$ cat config.mk
export PLATFORM = sky130hd
export DESIGN_NAME = key_sched_ctrl
export DESIGN_NICKNAME = d
export VERILOG_FILES = /design/src/rtl/key_sched_ctrl.sv
export SDC_FILE = /design/constraint.sdc
export NUM_CORES = 1
export LEC_CHECK = 0
export ABC_CLOCK_PERIOD_IN_PS = 3900
export BUFFER_PORTS_ARGS = -buffer_cell sky130_fd_sc_hd__buf_2
export CAP_MARGIN = 5
export CORE_ASPECT_RATIO = 0.9
export CORE_MARGIN = 3
export CORE_UTILIZATION = 34
export CTS_CLUSTER_DIAMETER = 30
export DETAILED_ROUTE_END_ITERATION = 8
export PLACE_DENSITY = 0.65
export REMOVE_ABC_BUFFERS = 1
export SYNTH_ARGS = -nofsm -noshare
export SYNTH_HDL_FRONTEND = slang
export SYNTH_SLANG_ARGS = --single-unit
$ cat constraint.sdc
create_clock -name clk -period 3.9 [get_ports clk]
set_clock_uncertainty 0.2 [all_clocks]
set_input_delay 0.585 -clock clk [delete_from_list [all_inputs] [get_ports clk]]
set_output_delay 0.585 -clock clk [all_outputs]
set_load 0.05 [all_outputs]
$ cat src/rtl/key_sched_ctrl.sv
`default_nettype none
// ============================================================================
// Module   : key_sched_ctrl
// Brief    : Lockstep sequencer for the AES key-schedule shift array:
//            key load, NR round expansions, final-key flush and done pulse.
// Revision : 1.0 - initial release
// ============================================================================
module key_sched_ctrl #(
    parameter int NR         = 10,
    parameter int WORDS      = 16,
    parameter int ROT_CYCLES = 1,
    parameter int CNT_W      = 5
) (
    input  logic       clk,
    input  logic       rst,
    input  logic       start,
    output logic       busy,
    output logic       inp_ctrl,
    output logic       rotate_ctrl,
    output logic       key_in_req,
    output logic       sbox_en,
    output logic       rcon_en,
    output logic [7:0] rcon,
    output logic       rk_valid,
    output logic [3:0] rk_round,
    output logic [3:0] word_idx,
    output logic       done
);

    localparam logic [2:0] c_st_idle   = 3'd0;
    localparam logic [2:0] c_st_load   = 3'd1;
    localparam logic [2:0] c_st_rot    = 3'd2;
    localparam logic [2:0] c_st_expand = 3'd3;
    localparam logic [2:0] c_st_flush  = 3'd4;
    localparam logic [2:0] c_st_done   = 3'd5;

    localparam logic [CNT_W-1:0] c_word_last = CNT_W'(WORDS - 1);
    localparam logic [CNT_W-1:0] c_rot_last  = CNT_W'(ROT_CYCLES - 1);
    localparam logic [3:0]       c_nr        = 4'(NR);

    logic [2:0]       r_state, w_state;
    logic [CNT_W-1:0] r_cnt,   w_cnt;
    logic [3:0]       r_round, w_round;
    logic [7:0]       r_rcon,  w_rcon;

    always_ff @(posedge clk) begin
        if (rst) begin
            r_state <= c_st_idle;
            r_cnt   <= '0;
            r_round <= '0;
            r_rcon  <= 8'h01;
        end else begin
            r_state <= w_state;
            r_cnt   <= w_cnt;
            r_round <= w_round;
            r_rcon  <= w_rcon;
        end
    end

    // Outputs are decoded from registered state only, so start never reaches them.
    always_comb begin
        w_state     = r_state;
        w_cnt       = r_cnt;
        w_round     = r_round;
        w_rcon      = r_rcon;
        busy        = 1'b0;
        inp_ctrl    = 1'b0;
        rotate_ctrl = 1'b0;
        key_in_req  = 1'b0;
        sbox_en     = 1'b0;
        rcon_en     = 1'b0;
        rcon        = 8'h00;
        rk_valid    = 1'b0;
        rk_round    = 4'd0;
        word_idx    = 4'd0;
        done        = 1'b0;

        case (r_state)
            c_st_idle: begin
                if (start) begin
                    w_state = c_st_load;
                    w_cnt   = '0;
                    w_round = 4'd0;
                    w_rcon  = 8'h01;
                end
            end
            c_st_load: begin
                busy       = 1'b1;
                key_in_req = 1'b1;
                word_idx   = r_cnt[3:0];
                if (r_cnt == c_word_last) begin
                    w_state = c_st_rot;
                    w_cnt   = '0;
                    w_round = 4'd1;
                end else begin
                    w_cnt = r_cnt + CNT_W'(1);
                end
            end
            c_st_rot: begin
                busy        = 1'b1;
                inp_ctrl    = 1'b1;
                rotate_ctrl = 1'b1;
                if (r_cnt == c_rot_last) begin
                    w_state = c_st_expand;
                    w_cnt   = '0;
                end else begin
                    w_cnt = r_cnt + CNT_W'(1);
                end
            end
            c_st_expand: begin
                busy     = 1'b1;
                inp_ctrl = 1'b1;
                rk_valid = 1'b1;
                // key_out still carries the previous round's words
                rk_round = r_round - 4'd1;
                word_idx = r_cnt[3:0];
                sbox_en  = (r_cnt < CNT_W'(2));
                if (r_cnt == '0) begin
                    rcon_en = 1'b1;
                    rcon    = r_rcon;
                end
                if (r_cnt == c_word_last) begin
                    w_cnt = '0;
                    if (r_round < c_nr) begin
                        w_state = c_st_rot;
                        w_round = r_round + 4'd1;
                        w_rcon  = {r_rcon[6:0], 1'b0} ^ (r_rcon[7] ? 8'h1B : 8'h00);
                    end else begin
                        w_state = c_st_flush;
                    end
                end else begin
                    w_cnt = r_cnt + CNT_W'(1);
                end
            end
            c_st_flush: begin
                busy     = 1'b1;
                inp_ctrl = 1'b1;
                rk_valid = 1'b1;
                rk_round = c_nr;
                word_idx = r_cnt[3:0];
                if (r_cnt == c_word_last) begin
                    w_state = c_st_done;
                    w_cnt   = '0;
                end else begin
                    w_cnt = r_cnt + CNT_W'(1);
                end
            end
            c_st_done: begin
                busy    = 1'b1;
                done    = 1'b1;
                w_state = c_st_idle;
                w_cnt   = '0;
            end
            default: begin
                w_state = c_st_idle;
                w_cnt   = '0;
            end
        endcase
    end

endmodule
`default_nettype wire

# == Word-level counts from Yosys, hierarchy flattened ==
# Index checks and enable logic that the tools add are counted.
# word_totals
register_bits,20
mem_count,0
mem_bits_rw,0
mem_bits_ro,0
wordCells,67
input_bits,3
latchBits,0
# classes
muxes,34
div_mod_pow,0
n_addsub,3
n_bitwise,1
n_lt_le_gt_ge,2
n_eq_ne,12
mul,0
n_shift,0
n_reduce_logical,11
# ops
cell,n
two-way mux 8 bit,5
two-way mux 4 bit,5
two-way mux 5 bit,4
two-way mux 3 bit,6
one-hot mux 8 bit (2 select lines),1
one-hot mux 3 bit (5 select lines),1
one-hot mux 5 bit (3 select lines),1
"inequality test 2 bit, second input constant",6
one-hot mux 4 bit (3 select lines),1
AND reduction 5 bit,2
two-way mux 1 bit,9
one-hot mux 4 bit (2 select lines),1
XOR 8 x 5 -> 8 bit,1
"== test 3 x 2 -> 1 bit, second input constant",2
"== test 3 bit, second input constant",2
OR reduction 3 bit,2
"adder 5 x 1 -> 5 bit, second input constant",1
"== test 5 x 4 -> 1 bit, second input constant",1
logical NOT 5 bit,1
"< comparator 5 x 2 -> 1 bit, second input constant",1
OR reduction 5 bit,1
"adder 4 x 1 -> 4 bit, second input constant",1
"< comparator 4 bit, second input constant",1
AND reduction 4 bit,1
6 further kinds,6

# == Logic depth before layout (Yosys ltp) ==
# Gate-level depths: netlist (run 1).
# depth
word_depth,5
depth_mapped,7

# == Worst setup path after synthesis (run 1) ==
# OpenSTA, ideal clock, no wires.
# synth_timing
kind,register to output
startpoint,register r_state[2]
endpoint,output port rk_round[3]
n_path_buf,3
setup_slack_ns,1.022
stages_incl_launch_ff,6
arrival_ns,2.093
required_ns,3.115
path_cell_list,dfxtp_1 > buf_2 > nand3b_1 > clkbuf_1 > clkbuf_1 > o21ai_0
# synth_via
elab_chain_cells,2
word_cells_on_any_way,3
# synth_rtl
element,line,text
"start, declared",41,"logic [2:0] r_state, w_state;"
"start signal, assigned",48,r_state <= c_st_idle;
"start signal, assigned",53,r_state <= w_state;
== test 3 bit or == test 3 x 2 -> 1 bit (tied branches),78,case (r_state)
one-hot mux 4 bit (2 select lines) (*),78,
"end, declared",25,"output logic [3:0] rk_round,"
# Every way passes the cells marked *; elsewhere a longest branch is shown, timed or not.

# == Final worst setup path (run 1) ==
# layout_timing
startpoint,register r_state[0]
endpoint,output port rcon[0]
# layout_via
elab_chain_cells,2
# layout_rtl
element,line,text
== test 3 x 2 -> 1 bit,78,
two-way mux 8 bit,78,
"end, declared",23,"output logic [7:0] rcon,"
# Every way passes these cells.

==> impl_metrics.py, run 1 <==
metrics = {
    "yosys": {
        "postSynthAreaPerCell_um2": 7.68,
        "yosysWarnings": 0,
        "synth_area_leader_cell": "dfxtp_1",
        "ys_seq_area_share_pct": 30.5,
        "postSynthCellCount": 171,
        "synthTopCellsByCount": "20 x dfxtp_1, 18 x a21oi_1, 18 x nand2_1",
        "ys_types": 37,
        "synth_area_leaders": "dfxtp_1 31%, a21oi_1 6.9%, and2_1 5.7%, nand2_1 5.1%, ha_1 4.8%",
        "synth_seq_cells": 20,
        "synthArstFlopShare_pct": 0,
        "synth_edf_count": 0,
        "synth_flop_cell": "dfxtp_1",
        "synthesis.area_um2": 1310,
        "synth_most_common_cell": "dfxtp_1",
        "synth_top_area_share_pct": 30.5,
    },
    "global_route": {
        "antenna_found_initial": 0,
        "use_met1_pct": 17.8,
        "grt-ovfl-total": 0,
        "first_global_vias": 1074,
        "grt_start_max_net_pins": 23,
        "use_met3_pct": 3.57,
        "gr-usage-met2_pct": 20.1,
        "grt_pass1_wl_um": 4920,
        "groute.usage.overall_pct": 13.0,
        "busiest_layer": "met2",
    },
    "clock_tree": {
        "ctsHoldBuffers": 0,
        "cts.sinks": 20,
        "htreeDepth": 1,
        "insertion_delay_ns": 0.26,
        "ctsResizeCount": 0,
        "clockBufferDepth": 2,
        "cts_buffers": 3,
        "ctsRootBufferMaster": "clkbuf_8",
        "cts.clk_slew.worst_paths_ns": 0.08,
        "cts_setup_buffers": 0,
        "cts_tree": "yes",
    },
    "critical_path": {
        "reg2reg_slack_ns": 1.65,
        "critPathMaxStageDelay_ns": 0.72,
        "cp_max_fo": 20,
        "r2r_cells": 5,
        "cp_data_arrival_time_ns": 2.19,
        "critPathSlowestCell": "dfxtp_1",
        "crit_path_start_kind": "flip-flop",
        "path_delay_family": "flip-flops",
        "required_ns": 3.12,
        "path_class": "reg -> out",
        "crit_cells": 5,
        "crit_chain": "nand3b_1 > buf_4 > nor2b_1 > and2_1 > buf_2",
        "endpoint_kind": "output pin",
        "crit_buf_inv": 2,
    },
    "place": {
        "place.gp.congestion": 0.827,
        "place_hpwl_um": 1910,
        "place_worst_setup_slack_ns": 1.19,
        "io_buffers": 26,
    },
    "layout": {
        "syn2layout_area_growth_pct": 12.1,
        "antenna_cells": 0,
        "final_util_pct": 41.7,
        "layout.nets": 197,
        "drive_above_1_share_pct": 18.7,
    },
    "power_and_ir_drop": {
        "p_int_w": 0.000289,
        "vdd_drop_max_mv": 0.176,
        "power_frac_seq_pct": 54.3,
        "switching_power_w": 0.000103,
        "swShare_pct": 26.2,
        "powerDensity_nw_per_um2": 266,
        "leakage_nw": 0.603,
        "comb_power_share_pct": 10.6,
        "power_frac_clock_pct": 35.1,
    },
    "sta": {
        "period_minus_slack_ns": 2.97,
        "layout_setup_ws_ns": 0.926,
        "setup_violations": 0,
        "rsz0062_at_grt": "false",
        "worst_pin_slew_ns": 0.920,
        "max_freq_ghz": 0.336,
        "timing.hold.ws_ns": 0.268,
        "relSlewSlack_pct": 38.1,
        "timing.final.crit_share_pct": 76.2,
        "setup_tns_ns": 0,
        "hold_violations": 0,
        "slew_viol_final": 0,
    },
    "routing": {
        "via_per_inst": 5.09,
        "via_count": 1176,
        "drt-wirelength-per-cell_um": 12.3,
        "drtAntennaViolNets": 0,
        "first_iter_violations": 76,
        "wl_um": 2840,
        "drc_errors": 0,
        "drt_pre_antenna_iters": 5,
    },
    "floorplanning": {
        "dieWidth_um": 71.5,
        "placementRows": 20,
        "die_area_um2": 4640,
        "core_area_um2": 3530,
        "io_pins": 27,
        "die_y_um": 64.9,
        "start_util_pct": 37.2,
    },
    "outcome": {
        "status": "finished, final reports clean",
    },
    "worst_hold_path": {
        "whs_path_depth": 2,
        "hold_path.class": "reg -> reg",
    },
    "job": {
        "maxCapViolations": 0,
    },
}
-- logic make-up after synthesis --
kind of cell	share of synthesized area, %
simple gates	33.7
compound gates	17.4
mux	1.62
buf+inv	8.58
flops	30.5
fa+ha+maj	4.77
xor+xnor	3.34
-- state kept, by name, summed over array words and instances, names as in the netlist --
signal / cells
r_rcon: 8
r_cnt: 5
r_state: 3
r_round: 4
-- cells in the final DEF, fill, tap and decap left out --
master,n
a222oi_1,1
or4b_1,1
o31ai_1,2
or4_1,3
dfxtp_1,20
mux2i_1,1
mux2_2,1
o22ai_1,2
nor2b_1,3
o21ai_1,1
a41oi_4,1
or3_1,8
a21oi_1,18
buf_4,1
a221oi_1,1
nand2_1,18
nand3_1,4
and4b_1,1
xnor2_1,5
nor4b_1,1
o21ai_0,5
nor3_1,6
nor4_1,2
inv_1,10
a32oi_4,1
o211ai_1,1
nand3b_1,1
nor2_1,16
nor4b_2,1
buf_2,26
nor3b_1,1
or3b_2,1
nand2b_1,3
and2_1,12
ha_1,5
clkbuf_8,3
-- layout make-up --
type / count / area [um2]
fill: 368 / 2060
clock buffer: 3 / 41.3
sequential: 20 / 400
tap: 44 / 55.1
inverter: 10 / 37.5
timing repair buffer: 27 / 138
multi-input combinational: 127 / 800
-- metal layers --
metal / share of wire, % / vias up
met5: 0 / -
li1: - / 620
met3: 5.2 / 2
met1: 50 / 533
met2: 44 / 21
met4: 0.81 / 0
-- power groups by stage --
stage | registers, W | logic (W) | clock network (W)
after CTS | 0.000213 | 0.0000420 | 0.000143
after detailed placement | 0.000218 | 0.0000417 | 0
final | 0.000213 | 0.0000415 | 0.000137
after global placement | 0.000217 | 0.0000418 | 0
after global routing | 0.000214 | 0.0000462 | 0.000147
after floorplan | 0.000216 | 0.0000301 | 0
-- path summary, 6_finish.rpt --
| path | start | end |
|---|---|---|
| setup / recovery | r_state[0] | rcon[0] |
| hold / removal | r_rcon[4] | r_rcon[4] |
| setup reg to reg | r_cnt[1] | r_round[1] |
| hold reg to reg | r_rcon[4] | r_rcon[4] |
-- worst reg2reg max path, stage by stage (launching register included) --
cell and delay (ns):
dfxtp_1 0.39, ha_1 0.23, and4b_1 0.45, a32oi_4 0.22
or4b_1 0.54, a21oi_1 0.15
-- stage by stage --
step                      std cells  power [W]  cell area (um2)
after floorplan                 157   0.000246             1240
after global placement          228   0.000259             1430
after detailed placement        228   0.000259             1430
after CTS                       231   0.000398             1470
after global routing            231   0.000407             1470
final                           231   0.000392             1470
No activity file was read; power rests on OpenSTA's default activity.
==> run 2, diff against run 1 <==
- ABC_AREA: not set -> 1
- ABC_CLOCK_PERIOD_IN_PS: 3900 -> 3100
- PLACE_DENSITY: 0.65 -> 0.64
- clock period: 3.9 -> 3.1 ns (I/O delays scaled with it)
==> run 2 against run 1 <==
  * Sequential share of layout area is 2.1 points lower
  * Non-clock buffer count is 1 lower
  * Routed wire length is 14% higher
  * Core utilization is 0.43 points lower
  * Synthesized cell count is 36% higher
  * Area after synthesis is 8.3% higher
  * Total power grew to 3.7 times the previous value
  * Sequential power is 84% higher
  * Cell area is 8.3% higher
  * First-iteration DRC count is 24% lower
==> impl_metrics.py, run 2 <==
metrics = {
    "outcome": {
        "status": "finished, final reports clean",
    },
    "critical_path": {
        "r2r_cells": 7,
        "endpoint_kind": "output pin",
        "critical_path.endpoint": "rcon[7]",
        "critPathSlowestCell": "dfxtp_1",
        "critPathMaxStageDelay_ns": 0.43,
        "reg2reg_slack_ns": 0.98,
        "r2r-end": "r_round[1]",
        "startpoint": "r_state[0]",
        "path_class": "reg -> out",
        "cp_data_arrival_time_ns": 1.87,
        "cp_max_fo": 14,
        "crit_chain": "inv_2 > nor2_2 > nand2_2 > nor2_1 > inv_1 > nor2_1 > buf_2",
        "required_ns": 2.43,
        "crit_path_start_kind": "flip-flop",
        "crit_top_cell": "nor2_1",
        "reg2reg_from": "r_state[1]",
    },
    "sta": {
        "hold_violations": 0,
        "slew_viol_final": 0,
        "setup_violations": 0,
        "timing.final.crit_share_pct": 81.7,
        "layout_setup_ws_ns": 0.567,
        "max_freq_ghz": 0.395,
        "period_minus_slack_ns": 2.53,
        "relSlewSlack_pct": 65.1,
        "rsz0062_at_grt": "false",
        "worst_pin_slew_ns": 0.522,
    },
    "yosys": {
        "synthArstFlopShare_pct": 0,
        "synth_area_leader_cell": "dfxtp_1",
        "postSynthCellCount": 232,
        "synth_area_leaders": "dfxtp_1 28%, nand2_1 15%, nor2_1 12%, inv_1 8.7%, nand3_1 4.9%",
        "synth_seq_cells": 20,
        "postSynthAreaPerCell_um2": 6.13,
        "synth_edf_count": 0,
        "synth_top_area_share_pct": 28.2,
        "synth_flop_cell": "dfxtp_1",
        "synthesis.area_um2": 1420,
        "synth_most_common_cell": "nand2_1",
        "ys_seq_area_share_pct": 28.2,
        "synthTopCellsByCount": "58 x nand2_1, 44 x nor2_1, 33 x inv_1",
        "ys_types": 26,
        "yosysWarnings": 0,
    },
    "clock_tree": {
        "clockBufferDepth": 2,
        "cts.clk_slew.worst_paths_ns": 0.07,
        "cts.sinks": 20,
        "htreeDepth": 1,
        "cts_buffers": 3,
        "insertion_delay_ns": 0.25,
        "cts_tree": "yes",
        "cts_setup_buffers": 0,
        "ctsRootBufferMaster": "clkbuf_8",
        "ctsResizeCount": 0,
        "ctsHoldBuffers": 0,
    },
    "layout": {
        "drive_above_1_share_pct": 17.3,
        "mostFrequentLayoutCell": "nand2_1",
        "antenna_cells": 0,
        "layout.nets": 264,
        "final_cells": 300,
        "top_register": "r_rcon",
        "largest_reg_flops": 8,
        "top_regs": "r_rcon: 8 flops, r_cnt: 5 flops, r_round: 4 flops",
        "final_cell_area_um2": 1590,
        "layout_common_cells": "58 x nand2_1, 44 x nor2_1, 33 x inv_1, 26 x buf_2, 20 x dfxtp_1",
        "syn2layout_area_growth_pct": 12.1,
    },
    "job": {
        "maxCapViolations": 0,
    },
    "power_and_ir_drop": {
        "leakage_nw": 0.866,
        "vdd_drop_max_mv": 0.339,
        "powerDensity_nw_per_um2": 905,
    },
    "place": {
        "dp.cells": 297,
        "io_buffers": 26,
        "place.gp.congestion": 0.830,
        "dpl_cell_area_um2": 1550,
        "place_worst_setup_slack_ns": 0.842,
        "place_hpwl_um": 2470,
    },
    "global_route": {
        "grt_start_max_net_pins": 15,
        "groute.usage.overall_pct": 14.0,
        "antenna_found_initial": 0,
        "first_global_vias": 1189,
        "grt_pass1_wl_um": 5520,
        "grt-ovfl-total": 0,
    },
    "worst_hold_path": {
        "hold_path.class": "in -> reg",
    },
    "floorplanning": {
        "die_area_um2": 4990,
        "io_pins": 27,
        "placementRows": 21,
        "start_util_pct": 36.8,
        "die_y_um": 67.3,
        "core_area_um2": 3860,
        "dieWidth_um": 74.2,
    },
    "routing": {
        "via_count": 1416,
        "drtAntennaViolNets": 0,
        "via_per_inst": 4.72,
        "drt-wirelength-per-cell_um": 10.8,
        "wl_um": 3230,
        "drc_errors": 0,
        "first_iter_violations": 58,
        "drt_pre_antenna_iters": 4,
    },
}
[run 2: critical path: cells and delay by family (launching register included)]
family        cells  cell delay [ns]
flops             1             0.43
buf+inv           3             0.52
simple gates      4             0.65
[run 2: per-stage QoR]
stage | TNS (ns) | total power (W) | hold WS (ns) | util [%]
2_1_floorplan | -0.0839 | 0.00110 | 0.247 | -
3_3_place_gp | 0 | 0.00128 | 0.265 | 40.2
3_5_place_dp | 0 | 0.00128 | 0.271 | 40.2
4_1_cts | 0 | 0.00146 | 0.266 | 41.3
5_1_grt | 0 | 0.00157 | 0.281 | 41.3
6_report | 0 | 0.00144 | 0.267 | 41.3
[run 2: report_power, final]
part | internal (W) | switching [W]
logic | 0.000236 | 0.000649
registers | 0.000317 | 0.0000733
clock network | 0.0000863 | 0.0000802
[run 2: cells by family after synthesis]
group,Yosys count,share of synthesized area (%)
buf+inv,44,13.9
fa+ha+maj,5,4.40
xor+xnor,3,1.85
compound gates,28,10.8
flops,20,28.2
simple gates,132,40.8
[run 2: layout make-up]
type,count,area [um2]
clock buffer,3,41.3
timing repair buffer,26,130
inverter,37,141
fill,421,2270
multi-input combinational,168,823
sequential,20,400
tap,46,57.6
[run 2: how the worst min path moves through the flow]
stage / from / endpoint / slack (ns) / cells after the start
global placement: r_rcon[4] / r_rcon[4] / 0.26 / 2
global route: rst / r_round[3] / 0.28 / 2
CTS: rst / r_round[0] / 0.27 / 2
detailed placement: r_rcon[4] / r_rcon[4] / 0.27 / 2
floorplan: r_rcon[1] / r_rcon[1] / 0.25 / 2
finish: rst / r_round[0] / 0.27 / 2
[run 2: metal layers]
metal / GRT usage, % / part of all wire, % / vias up / routed length, um
met5: 0 / 0 / - / 0
met1: 20.8 / 53 / 615 / 1710
met2: 21.0 / 41 / 29 / 1330
met4: 1.36 / 0.34 / 0 / 11
li1: - / - / 770 / -
met3: 3.27 / 5.4 / 2 / 175
==> run 3, diff against run 2 <==
- ABC_CLOCK_PERIOD_IN_PS: 3100 -> 2540
- clock period: 3.1 -> 2.54 ns (I/O delays scaled with it)
==> run 3 against run 2 <==
  * Hold slack got worse by 0.097 ns
  * Sequential share of layout area is 0.43 points lower
  * Cell count is 0.67% higher
  * Global-route usage is 0.38 points higher
  * Cell area increased by 2.0%
  * Critical path type unchanged
  * Critical endpoint is now rcon[6]
  * Largest cell class unchanged
==> impl_metrics.py, run 3 (synthesis gave the netlist of run 2 again) <==
metrics = {
    "floorplanning": {
        "dieWidth_um": 74.2,
        "placementRows": 21,
        "die_y_um": 67.3,
        "core_area_um2": 3860,
        "start_util_pct": 36.8,
        "io_pins": 27,
        "die_area_um2": 4990,
    },
    "power_and_ir_drop": {
        "leakage_nw": 0.887,
        "powerDensity_nw_per_um2": 1120,
        "vdd_drop_max_mv": 0.388,
    },
    "sta": {
        "worst_pin_slew_ns": 0.426,
        "timing.final.crit_share_pct": 92.2,
        "hold_violations": 0,
        "setup_tns_ns": 0,
        "setup_violations": 0,
        "max_freq_ghz": 0.427,
        "relSlewSlack_pct": 71.6,
        "period_minus_slack_ns": 2.34,
        "slew_viol_final": 0,
        "rsz0062_at_grt": "false",
        "timing.hold.ws_ns": 0.170,
    },
    "layout": {
        "layout_common_cells": "58 x nand2_1, 44 x nor2_1, 33 x inv_1, 24 x buf_2, 19 x dfxtp_1",
        "layout.nets": 265,
        "fill_cells": 431,
        "largest_reg_flops": 8,
        "mostFrequentLayoutCell": "nand2_1",
        "final_cells": 302,
        "final_util_pct": 42.1,
        "syn2layout_area_growth_pct": 14.4,
        "antenna_cells": 0,
        "drive_above_1_share_pct": 18.4,
        "top_regs": "r_rcon: 8 flops, r_cnt: 5 flops, r_round: 4 flops",
        "top_register": "r_rcon",
    },
    "critical_path": {
        "cp_data_arrival_time_ns": 1.76,
        "critPathMaxStageDelay_ns": 0.43,
        "critPathSlowestCell": "dfxtp_1",
        "crit_buf_inv": 2,
        "path_class": "reg -> out",
        "crit_top_cell": "nor2_1",
        "crit_chain": "nor2_2 > nand2_4 > nor2_1 > inv_1 > nor2_1 > buf_2",
        "crit_path_start_kind": "flip-flop",
        "endpoint_kind": "output pin",
        "path_delay_family": "simple AND/OR/NAND/NOR gates",
        "required_ns": 1.96,
        "cp_max_fo": 14,
    },
    "clock_tree": {
        "clockBufferDepth": 2,
        "cts.clk_slew.worst_paths_ns": 0.08,
        "cts_setup_buffers": 0,
        "insertion_delay_ns": 0.26,
        "cts.sinks": 20,
        "cts_buffers": 3,
        "htreeDepth": 1,
        "cts_tree": "yes",
        "ctsRootBufferMaster": "clkbuf_8",
    },
    "routing": {
        "drc_errors": 0,
        "wl_um": 3270,
        "via_count": 1438,
        "drt_pre_antenna_iters": 4,
        "drtAntennaViolNets": 0,
        "first_iter_violations": 75,
        "via_per_inst": 4.76,
        "drt-wirelength-per-cell_um": 10.8,
    },
    "place": {
        "dp.cells": 298,
        "place_hpwl_um": 2470,
        "place.gp.congestion": 0.806,
        "io_buffers": 26,
    },
    "global_route": {
        "grt-ovfl-total": 0,
        "first_global_vias": 1246,
        "groute.usage.overall_pct": 14.3,
        "grt_pass1_wl_um": 5620,
        "antenna_found_initial": 0,
        "grt_start_max_net_pins": 15,
    },
    "job": {
        "maxCapViolations": 0,
    },
    "worst_hold_path": {
        "hold_path.class": "in -> reg",
    },
    "outcome": {
        "status": "finished, final reports clean",
    },
}
run 3: timing repair:
| item | 4_1_cts | 5_1_grt |
|---|---|---|
| gates resized for setup | 0 | 4 |
| setup endpoints to repair | 0 | 12 |
| hold buffers | 0 | 0 |
run 3: metrics by stage:
step	cell area, um2	power, W	setup WS, ns
2_1_floorplan	1370	0.00134	-0.486
3_3_place_gp	1560	0.00158	0.451
3_5_place_dp	1560	0.00158	0.385
4_1_cts	1620	0.00183	0.0861
5_1_grt	1630	0.00200	0.0465
6_report	1630	0.00183	0.198
run 3: final cells by class:
cell class / count / area [um2] / share of cell area (%)
flip-flops and latches: 20 / 402 / 24.7
well taps: 46 / 57.6 / 3.54
repair buffers: 27 / 143 / 8.77
multi-input cells: 168 / 828 / 50.9
inverters: 37 / 141 / 8.69
clock buffers: 4 / 55.1 / 3.38
run 3: final timing paths:
| path | startpoint | slack, ns | cells past startpoint | end |
|---|---|---|---|---|
| worst max-delay path | r_state[2] | 0.20 | 6 | rcon[6] |
| worst max register to register | r_cnt[1] | 0.58 | 8 | r_cnt[1] |
| worst min-delay path | rst | 0.17 | 2 | r_round[2] |
| worst min register to register | r_rcon[6] | 0.28 | 2 | r_rcon[6] |
run 3: power by group:
part           total (W)  switching [W]  internal, W
combinational    0.00110       0.000798     0.000298
clock           0.000249       0.000111     0.000138
sequential      0.000481      0.0000926     0.000389
total            0.00183        0.00100     0.000825
run 3: metal layers:
metal	GRT usage (%)	wire (um)	up-vias
met1	19.8	1670	628
met5	0	0	-
met4	2.71	22	0
li1	-	-	769
met3	3.72	245	4
met2	22.6	1330	37
run 3: worst reg2reg max path, stage by stage, from the launching register on:
cell and delay [ns]:
dfxtp_1 0.42, ha_1 0.27, nand4_2 0.18, nand2_1 0.22, nand2_1 0.08, nor2_1 0.26
o21ai_0 0.12, nand2_1 0.07, inv_1 0.04
